File: src/rtl/rv32i_types.sv
// Shared RV32I types for the hazard unit and forwarding: register/opcode types,
// hazard FSM state, and the opcode operand-use helpers both units decode with.
package rv32i_types;

  localparam int unsigned REG_W = 5;
  localparam int unsigned OPC_W = 7;

  typedef logic [REG_W-1:0] rv32i_reg;

  typedef enum logic [OPC_W-1:0] {
    op_lui   = 7'b0110111,
    op_auipc = 7'b0010111,
    op_jal   = 7'b1101111,
    op_jalr  = 7'b1100111,
    op_br    = 7'b1100011,
    op_load  = 7'b0000011,
    op_store = 7'b0100011,
    op_imm   = 7'b0010011,
    op_reg   = 7'b0110011,
    op_csr   = 7'b1110011
  } rv32i_opcode;

  typedef enum logic [1:0] {
    RUN   = 2'd0,
    DWAIT = 2'd1,
    KILL  = 2'd2
  } hazard_state_t;

  // Only U/J-type formats leave the rs1 field unused
  function automatic logic uses_rs1(input rv32i_opcode op);
    return !((op == op_lui) || (op == op_auipc) || (op == op_jal));
  endfunction

  function automatic logic uses_rs2(input rv32i_opcode op);
    return (op == op_reg) || (op == op_br) || (op == op_store);
  endfunction

endpackage

File: src/rtl/hazard_ctrl_if.sv
// Pipeline-to-hazard-unit bundle: hazard sources in, stage enables/flushes and
// performance counters out. The slave modport is the hazard controller.
interface hazard_ctrl_if #(
  parameter int unsigned CNT_W = 32
) ();
  import rv32i_types::*;

  rv32i_reg    id_rs1;
  rv32i_reg    id_rs2;
  rv32i_opcode id_opcode;
  rv32i_reg    id_ex_rd;
  logic        id_ex_mem_read;
  logic        ex_redirect;
  logic        imem_req;
  logic        imem_resp;
  logic        dmem_req;
  logic        dmem_resp;

  logic        pc_en;
  logic        if_id_en;
  logic        id_ex_en;
  logic        ex_mem_en;
  logic        mem_wb_en;
  logic        if_id_flush;
  logic        id_ex_flush;
  logic        fetch_kill;

  logic [CNT_W-1:0] lu_stall_cnt;
  logic [CNT_W-1:0] dmem_stall_cnt;
  logic [CNT_W-1:0] flush_cnt;

  modport master (
    output id_rs1, id_rs2, id_opcode, id_ex_rd, id_ex_mem_read, ex_redirect,
           imem_req, imem_resp, dmem_req, dmem_resp,
    input  pc_en, if_id_en, id_ex_en, ex_mem_en, mem_wb_en,
           if_id_flush, id_ex_flush, fetch_kill,
           lu_stall_cnt, dmem_stall_cnt, flush_cnt
  );

  modport slave (
    input  id_rs1, id_rs2, id_opcode, id_ex_rd, id_ex_mem_read, ex_redirect,
           imem_req, imem_resp, dmem_req, dmem_resp,
    output pc_en, if_id_en, id_ex_en, ex_mem_en, mem_wb_en,
           if_id_flush, id_ex_flush, fetch_kill,
           lu_stall_cnt, dmem_stall_cnt, flush_cnt
  );

endinterface

File: src/rtl/sat_counter.sv
// Event counter that increments once per cycle of i_inc and sticks at all-ones.
module sat_counter #(
  parameter int unsigned CNT_W = 32
) (
  input  logic             i_clk,
  input  logic             i_rst_n,
  input  logic             i_inc,
  output logic [CNT_W-1:0] o_count
);

  logic [CNT_W-1:0] r_count;

  always_ff @(posedge i_clk or negedge i_rst_n) begin
    if (!i_rst_n) begin
      r_count <= '0;
    end else if (i_inc && (r_count != '1)) begin
      r_count <= r_count + CNT_W'(1);
    end
  end

  assign o_count = r_count;

endmodule

File: src/rtl/hazard_ctrl.sv
// Five-stage pipeline hazard controller: dmem stall, EX redirect (with in-flight
// fetch kill), imem stall and load-use bubble. Counters built only with HAZARD_PERF_CNT_EN.
module hazard_ctrl
  import rv32i_types::*;
#(
  parameter int unsigned CNT_W = 32
) (
  input  logic          clk,
  input  logic          rst,
  hazard_ctrl_if.slave  hz
);

  hazard_state_t r_state;
  hazard_state_t w_state_nxt;

  logic w_dmem_stall;
  logic w_imem_stall;
  logic w_load_use;
  logic w_redir_sel;
  logic w_lu_sel;

  logic w_pc_en;
  logic w_if_id_en;
  logic w_id_ex_en;
  logic w_ex_mem_en;
  logic w_mem_wb_en;
  logic w_if_id_flush;
  logic w_id_ex_flush;
  logic w_fetch_kill;

  assign w_dmem_stall = hz.dmem_req & ~hz.dmem_resp;
  assign w_imem_stall = hz.imem_req & ~hz.imem_resp;

  assign w_load_use = hz.id_ex_mem_read && (hz.id_ex_rd != '0) &&
                      ((uses_rs1(hz.id_opcode) && (hz.id_rs1 == hz.id_ex_rd)) ||
                       (uses_rs2(hz.id_opcode) && (hz.id_rs2 == hz.id_ex_rd)));

  // Redirects are only accepted from RUN; in DWAIT they wait for the next cycle
  assign w_redir_sel = (r_state == RUN) & ~w_dmem_stall & hz.ex_redirect;
  assign w_lu_sel    = ~w_dmem_stall & ~w_imem_stall & w_load_use &
                       (((r_state == RUN) & ~hz.ex_redirect) | (r_state == DWAIT));

  always_ff @(posedge clk or negedge rst) begin
    if (!rst) begin
      r_state <= RUN;
    end else begin
      r_state <= w_state_nxt;
    end
  end

  always_comb begin
    w_pc_en       = 1'b1;
    w_if_id_en    = 1'b1;
    w_id_ex_en    = 1'b1;
    w_ex_mem_en   = 1'b1;
    w_mem_wb_en   = 1'b1;
    w_if_id_flush = 1'b0;
    w_id_ex_flush = 1'b0;
    w_fetch_kill  = 1'b0;
    w_state_nxt   = r_state;

    if (!rst) begin
      w_pc_en       = 1'b0;
      w_if_id_en    = 1'b0;
      w_id_ex_en    = 1'b0;
      w_ex_mem_en   = 1'b0;
      w_mem_wb_en   = 1'b0;
      w_if_id_flush = 1'b1;
      w_id_ex_flush = 1'b1;
      w_state_nxt   = RUN;
    end else begin
      case (r_state)
        RUN: begin
          if (w_dmem_stall) begin
            {w_pc_en, w_if_id_en, w_id_ex_en, w_ex_mem_en, w_mem_wb_en} = 5'b00000;
            w_state_nxt = DWAIT;
          end else if (w_redir_sel) begin
            w_if_id_flush = 1'b1;
            w_id_ex_flush = 1'b1;
            if (w_imem_stall) begin
              w_state_nxt = KILL;
            end
          end else if (w_imem_stall) begin
            w_pc_en       = 1'b0;
            w_if_id_flush = 1'b1;
          end else if (w_lu_sel) begin
            w_pc_en       = 1'b0;
            w_if_id_en    = 1'b0;
            w_id_ex_flush = 1'b1;
          end
        end

        DWAIT: begin
          if (w_dmem_stall) begin
            {w_pc_en, w_if_id_en, w_id_ex_en, w_ex_mem_en, w_mem_wb_en} = 5'b00000;
          end else begin
            w_state_nxt = RUN;
            if (w_imem_stall) begin
              w_pc_en       = 1'b0;
              w_if_id_flush = 1'b1;
            end else if (w_lu_sel) begin
              w_pc_en       = 1'b0;
              w_if_id_en    = 1'b0;
              w_id_ex_flush = 1'b1;
            end
          end
        end

        // Wrong-path fetch still outstanding: discard it and hold the redirected PC
        KILL: begin
          w_fetch_kill = 1'b1;
          if (w_dmem_stall) begin
            {w_pc_en, w_if_id_en, w_id_ex_en, w_ex_mem_en, w_mem_wb_en} = 5'b00000;
            if (hz.imem_resp) begin
              w_state_nxt = DWAIT;
            end
          end else begin
            w_pc_en       = hz.imem_resp;
            w_if_id_flush = 1'b1;
            if (hz.imem_resp) begin
              w_state_nxt = RUN;
            end
          end
        end

        default: begin
          w_state_nxt = RUN;
        end
      endcase
    end
  end

  assign hz.pc_en       = w_pc_en;
  assign hz.if_id_en    = w_if_id_en;
  assign hz.id_ex_en    = w_id_ex_en;
  assign hz.ex_mem_en   = w_ex_mem_en;
  assign hz.mem_wb_en   = w_mem_wb_en;
  assign hz.if_id_flush = w_if_id_flush;
  assign hz.id_ex_flush = w_id_ex_flush;
  assign hz.fetch_kill  = w_fetch_kill;

`ifdef HAZARD_PERF_CNT_EN
  sat_counter #(.CNT_W(CNT_W)) u_lu_cnt (
    .i_clk   (clk),
    .i_rst_n (rst),
    .i_inc   (w_lu_sel),
    .o_count (hz.lu_stall_cnt)
  );

  sat_counter #(.CNT_W(CNT_W)) u_dmem_cnt (
    .i_clk   (clk),
    .i_rst_n (rst),
    .i_inc   (w_dmem_stall),
    .o_count (hz.dmem_stall_cnt)
  );

  sat_counter #(.CNT_W(CNT_W)) u_flush_cnt (
    .i_clk   (clk),
    .i_rst_n (rst),
    .i_inc   (w_redir_sel),
    .o_count (hz.flush_cnt)
  );
`else
  assign hz.lu_stall_cnt   = CNT_W'(0);
  assign hz.dmem_stall_cnt = CNT_W'(0);
  assign hz.flush_cnt      = CNT_W'(0);
`endif

endmodule

File: src/flat_wrapper.sv
// flat-port wrapper written by rule: the top's interface ports become plain ports
module hazard_ctrl_flat import rv32i_types::*;
#(
  parameter int unsigned CNT_W = 32
)
  (clk, rst, hz_id_rs1, hz_id_rs2, hz_id_opcode, hz_id_ex_rd, hz_id_ex_mem_read, hz_ex_redirect, hz_imem_req, hz_imem_resp, hz_dmem_req, hz_dmem_resp, hz_pc_en, hz_if_id_en, hz_id_ex_en, hz_ex_mem_en, hz_mem_wb_en, hz_if_id_flush, hz_id_ex_flush, hz_fetch_kill, hz_lu_stall_cnt, hz_dmem_stall_cnt, hz_flush_cnt);
  hazard_ctrl_if #(.CNT_W(CNT_W)) hz_i ();
  input  logic clk;
  input  logic rst;
  input wire logic [$bits(hz_i.id_rs1)-1:0] hz_id_rs1;
  input wire logic [$bits(hz_i.id_rs2)-1:0] hz_id_rs2;
  input wire logic [$bits(hz_i.id_opcode)-1:0] hz_id_opcode;
  input wire logic [$bits(hz_i.id_ex_rd)-1:0] hz_id_ex_rd;
  input wire logic [$bits(hz_i.id_ex_mem_read)-1:0] hz_id_ex_mem_read;
  input wire logic [$bits(hz_i.ex_redirect)-1:0] hz_ex_redirect;
  input wire logic [$bits(hz_i.imem_req)-1:0] hz_imem_req;
  input wire logic [$bits(hz_i.imem_resp)-1:0] hz_imem_resp;
  input wire logic [$bits(hz_i.dmem_req)-1:0] hz_dmem_req;
  input wire logic [$bits(hz_i.dmem_resp)-1:0] hz_dmem_resp;
  output wire logic [$bits(hz_i.pc_en)-1:0] hz_pc_en;
  output wire logic [$bits(hz_i.if_id_en)-1:0] hz_if_id_en;
  output wire logic [$bits(hz_i.id_ex_en)-1:0] hz_id_ex_en;
  output wire logic [$bits(hz_i.ex_mem_en)-1:0] hz_ex_mem_en;
  output wire logic [$bits(hz_i.mem_wb_en)-1:0] hz_mem_wb_en;
  output wire logic [$bits(hz_i.if_id_flush)-1:0] hz_if_id_flush;
  output wire logic [$bits(hz_i.id_ex_flush)-1:0] hz_id_ex_flush;
  output wire logic [$bits(hz_i.fetch_kill)-1:0] hz_fetch_kill;
  output wire logic [$bits(hz_i.lu_stall_cnt)-1:0] hz_lu_stall_cnt;
  output wire logic [$bits(hz_i.dmem_stall_cnt)-1:0] hz_dmem_stall_cnt;
  output wire logic [$bits(hz_i.flush_cnt)-1:0] hz_flush_cnt;
  assign hz_i.id_rs1 = hz_id_rs1;
  assign hz_i.id_rs2 = hz_id_rs2;
  assign hz_i.id_opcode = hz_id_opcode;
  assign hz_i.id_ex_rd = hz_id_ex_rd;
  assign hz_i.id_ex_mem_read = hz_id_ex_mem_read;
  assign hz_i.ex_redirect = hz_ex_redirect;
  assign hz_i.imem_req = hz_imem_req;
  assign hz_i.imem_resp = hz_imem_resp;
  assign hz_i.dmem_req = hz_dmem_req;
  assign hz_i.dmem_resp = hz_dmem_resp;
  assign hz_pc_en = hz_i.pc_en;
  assign hz_if_id_en = hz_i.if_id_en;
  assign hz_id_ex_en = hz_i.id_ex_en;
  assign hz_ex_mem_en = hz_i.ex_mem_en;
  assign hz_mem_wb_en = hz_i.mem_wb_en;
  assign hz_if_id_flush = hz_i.if_id_flush;
  assign hz_id_ex_flush = hz_i.id_ex_flush;
  assign hz_fetch_kill = hz_i.fetch_kill;
  assign hz_lu_stall_cnt = hz_i.lu_stall_cnt;
  assign hz_dmem_stall_cnt = hz_i.dmem_stall_cnt;
  assign hz_flush_cnt = hz_i.flush_cnt;
  hazard_ctrl #(.CNT_W(CNT_W)) u_core (.clk(clk), .rst(rst), .hz(hz_i));
endmodule
File: config.mk
export PLATFORM = sky130hd
export DESIGN_NAME = hazard_ctrl_flat
export DESIGN_NICKNAME = d
export VERILOG_FILES = /design/src/rtl/rv32i_types.sv /design/src/rtl/hazard_ctrl_if.sv /design/src/rtl/sat_counter.sv /design/src/rtl/hazard_ctrl.sv /design/src/flat_wrapper.sv
export SDC_FILE = /design/constraint.sdc
export NUM_CORES = 1
export LEC_CHECK = 0
export ABC_AREA = 0
export BUFFER_PORTS_ARGS = -buffer_cell sky130_fd_sc_hd__buf_4
export CAP_MARGIN = 20
export CELL_PAD_IN_SITES_DETAIL_PLACEMENT = 0
export CELL_PAD_IN_SITES_GLOBAL_PLACEMENT = 1
export CORE_AREA = 2 2 75 77
export DETAILED_ROUTE_END_ITERATION = 10
export DIE_AREA = 0 0 77 79
export PLACE_DENSITY_LB_ADDON = 0.1
export SLEW_MARGIN = 10
export SYNTH_ARGS = -nofsm -noshare
export SYNTH_HDL_FRONTEND = slang
export SYNTH_SLANG_ARGS = --single-unit
File: constraint.sdc
create_clock -name clk -period 3.8 [get_ports clk]
set_clock_uncertainty 0.1 [all_clocks]
set_input_delay 0.38 -clock clk [delete_from_list [all_inputs] [get_ports clk]]
set_output_delay 0.38 -clock clk [all_outputs]
set_load 0.005 [all_outputs]
==> metrics <==
status=finished clean; top flop regs=u_core.r_state x2; final WL=2.15 mm; Reg with most FFs=u_core.r_state; Max FO, Critical Path=3; Starting Density=21.2%; wire per inst=8.09 µm; DR iter-0 viols=29; Root Driver=clkbuf_8; Max-cap violations=0; setup ws final=1440 ps; worst min-delay path category=in -> reg; HP Start=hz_imem_resp; r2r setup slk=2830 ps; Overall Global Routing Usage=5.91%; drt pass-1 iters=4; Setup WS pre-CTS=1340 ps; antenna cell count=0; global-route wire length before repair=2.80 mm; Worst R2R End=u_core.r_state[0]$_DFFE_PN0P_; DR DRC count=0; FF-to-FF Start=u_core.r_state[0]$_DFFE_PN0P_; clock transition at the registers of the reported paths=30 ps; worst path cell trace=buf_4 > nand2b_1 > a2111oi_0 > or4_1 > a21oi_2 > or3b_1 > buf_4; YS warnings=0; Max Slew Vio Count=0; required time at the worst-slack endpoint=3320 ps; pin count of the biggest net entering global routing=13; Gate Count Post-Synth=156; Final GP Congestion=0.672; vias after detailed routing=804; Remaining Overflow, GRT=0; Reg2Reg Depth=2; H-tree levels=1; Largest register FFs=2; # setup viols final=0; RSZ-0062 raised after global routing=false; clk_lat worst skew=210 ps; fin cells=266; Fin Setup TNS=0 ps; core area=0.00534 mm²; Die W=77 µm; Worst Hold Depth=2; most common cell after layout, fill and taps aside=conb_1; WS Path Type=in -> out; Crit. End Element=primary output; Inst Count DP=262; # port buffers=37; fraction of layout cells with a size suffix above 1=21.1%; flip-flop and latch count after synthesis=2; cell mode on critical path=buf_4; Max VDD drop=0.0446 mV; post-synthesis cell type count=28; CTS tree=built; Leakage=0.656 nW; routed vias/inst=3.02; post-route ant nets=0; crit path DAT=1880 ps; Final Hold Fails=0; num ports=134; chip height=79 µm; Final period util=62.1%; total CTS buffers=3; sequential cell area fraction in the yosys report=4.42%; fin util=22.0%; Largest stage delay, worst path=420 ps; Pwr Density=168 mW/mm²; Mean Syn Cell Area=7.26 µm²; Mapped Area=0.00113 mm²; most frequent cells in the layout=96 x conb_1, 37 x buf_4, 7 x nand2_1; initial antenna violation count=0; slowest CP cell=a2111oi_0; row count=27; Num Clock Sinks=2; Post-DP HPWL=1.95 mm; clock tree buffer depth=2; Worst setup SP type=input port; fin nets=226; fmax=0.424 GHz; die footprint=0.00608 mm²; WHS Endpoint=u_core.r_state[1]$_DFFE_PN0P_; min cycle time layout=2360 ps; vias in the first global route=592; Area Overhead vs Synth=3.54%
[how the worst max path moves through the flow]
stage | end | slack [ps] | cells past startpoint | start
floorplan | hz_id_ex_flush | 1920 | 5 | hz_id_opcode[3]
global placement | hz_id_ex_flush | 1390 | 7 | hz_id_opcode[3]
detailed placement | hz_id_ex_flush | 1340 | 7 | hz_id_opcode[3]
CTS | hz_id_ex_flush | 1340 | 7 | hz_id_opcode[3]
global route | hz_id_ex_flush | 1310 | 7 | hz_id_opcode[3]
finish | hz_id_ex_flush | 1440 | 7 | hz_id_opcode[3]
[cell families (layout without fill, tap and decap cells)]
group                     after synthesis  count (layout)  synth area share [%]
xor gates and xnor gates               10              10                  7.73
AOI/OAI and AO/OA                      12              12                  6.85
other                                   1              96                 0.331
DFF                                     2               2                  4.42
buffers and inverters                 101              44                  66.0
and+or+nand+nor                        30              30                  14.7
[critical path, delay by kind of cell]
family	cells	cell delay [ps]
simple gates	3	740
compound gates	2	490
buf+inv	2	270
[timing repair]
item | in CTS | in global routing
setup buffers | 0 | 0
endpoints found under the hold margin | 2 | 0
hold buffers | 1 | 0
gates resized for setup | 0 | 0
[stage by stage]
stage               area [µm²]  power [mW]  hold WS (ps)
floorplan                 1490       0.142         -15.6
global placement          1120       0.112           102
detailed placement        1120       0.112          98.2
CTS                       1170       0.198           260
global route              1170       0.215           274
finish                    1170       0.197           267
[layer usage]
metal | vias to the layer above | global-route usage, % | share of wire [%]
li1 | 382 | - | -
met1 | 346 | 6.94 | 36
met2 | 74 | 9.30 | 49
met3 | 2 | 2.61 | 15
met4 | 0 | 2.68 | 0.51
met5 | - | 0 | 0
[synth_stat cells]
| cell type | n | area [µm²] |
|---|---|---|
| nor2b_1 | 2 | 12.5 |
| and3_1 | 1 | 6.26 |
| nand3_1 | 2 | 10.0 |
| a21boi_0 | 1 | 7.51 |
| nor3b_1 | 1 | 7.51 |
| a31oi_1 | 1 | 6.26 |
| a2111oi_0 | 1 | 8.76 |
| a21oi_1 | 2 | 10.0 |
| dfrtp_1 | 2 | 50.1 |
| nor4_1 | 1 | 6.26 |
| xnor2_1 | 5 | 43.8 |
| or3b_1 | 1 | 8.76 |
| or4_1 | 1 | 7.51 |
| o2bb2ai_1 | 1 | 8.76 |
| nor2_1 | 3 | 11.3 |
| nor4b_1 | 2 | 17.5 |
| nand2_1 | 7 | 26.3 |
| o21bai_1 | 1 | 7.51 |
| conb_1 | 1 | 3.75 |
| nor3_1 | 3 | 15.0 |
| a21oi_2 | 1 | 8.76 |
| nand2b_1 | 3 | 18.8 |
| inv_1 | 3 | 11.3 |
| nand4_1 | 2 | 12.5 |
| buf_4 | 98 | 736 |
| xor2_1 | 5 | 43.8 |
| o21ai_0 | 4 | 20.0 |
| and2_1 | 1 | 6.26 |
[power breakdown]
| part | switching [mW] | internal, mW | total [mW] |
|---|---|---|---|
| Combinational | 0.0498 | 0.0405 | 0.0903 |
| Clock | 0.0160 | 0.0669 | 0.0829 |
| Sequential | 0.00138 | 0.0222 | 0.0236 |
| Total | 0.0672 | 0.130 | 0.197 |
[layout make-up]
class | instances | area (µm²)
Inverter | 3 | 11.3
Timing Repair Buffer | 38 | 288
Fill cell | 660 | 4170
Tap cell | 72 | 90.1
Sequential cell | 2 | 50.0
Multi-Input combinational cell | 148 | 692
Clock buffer | 3 | 41.3
Power figures use the tool's default switching activity.
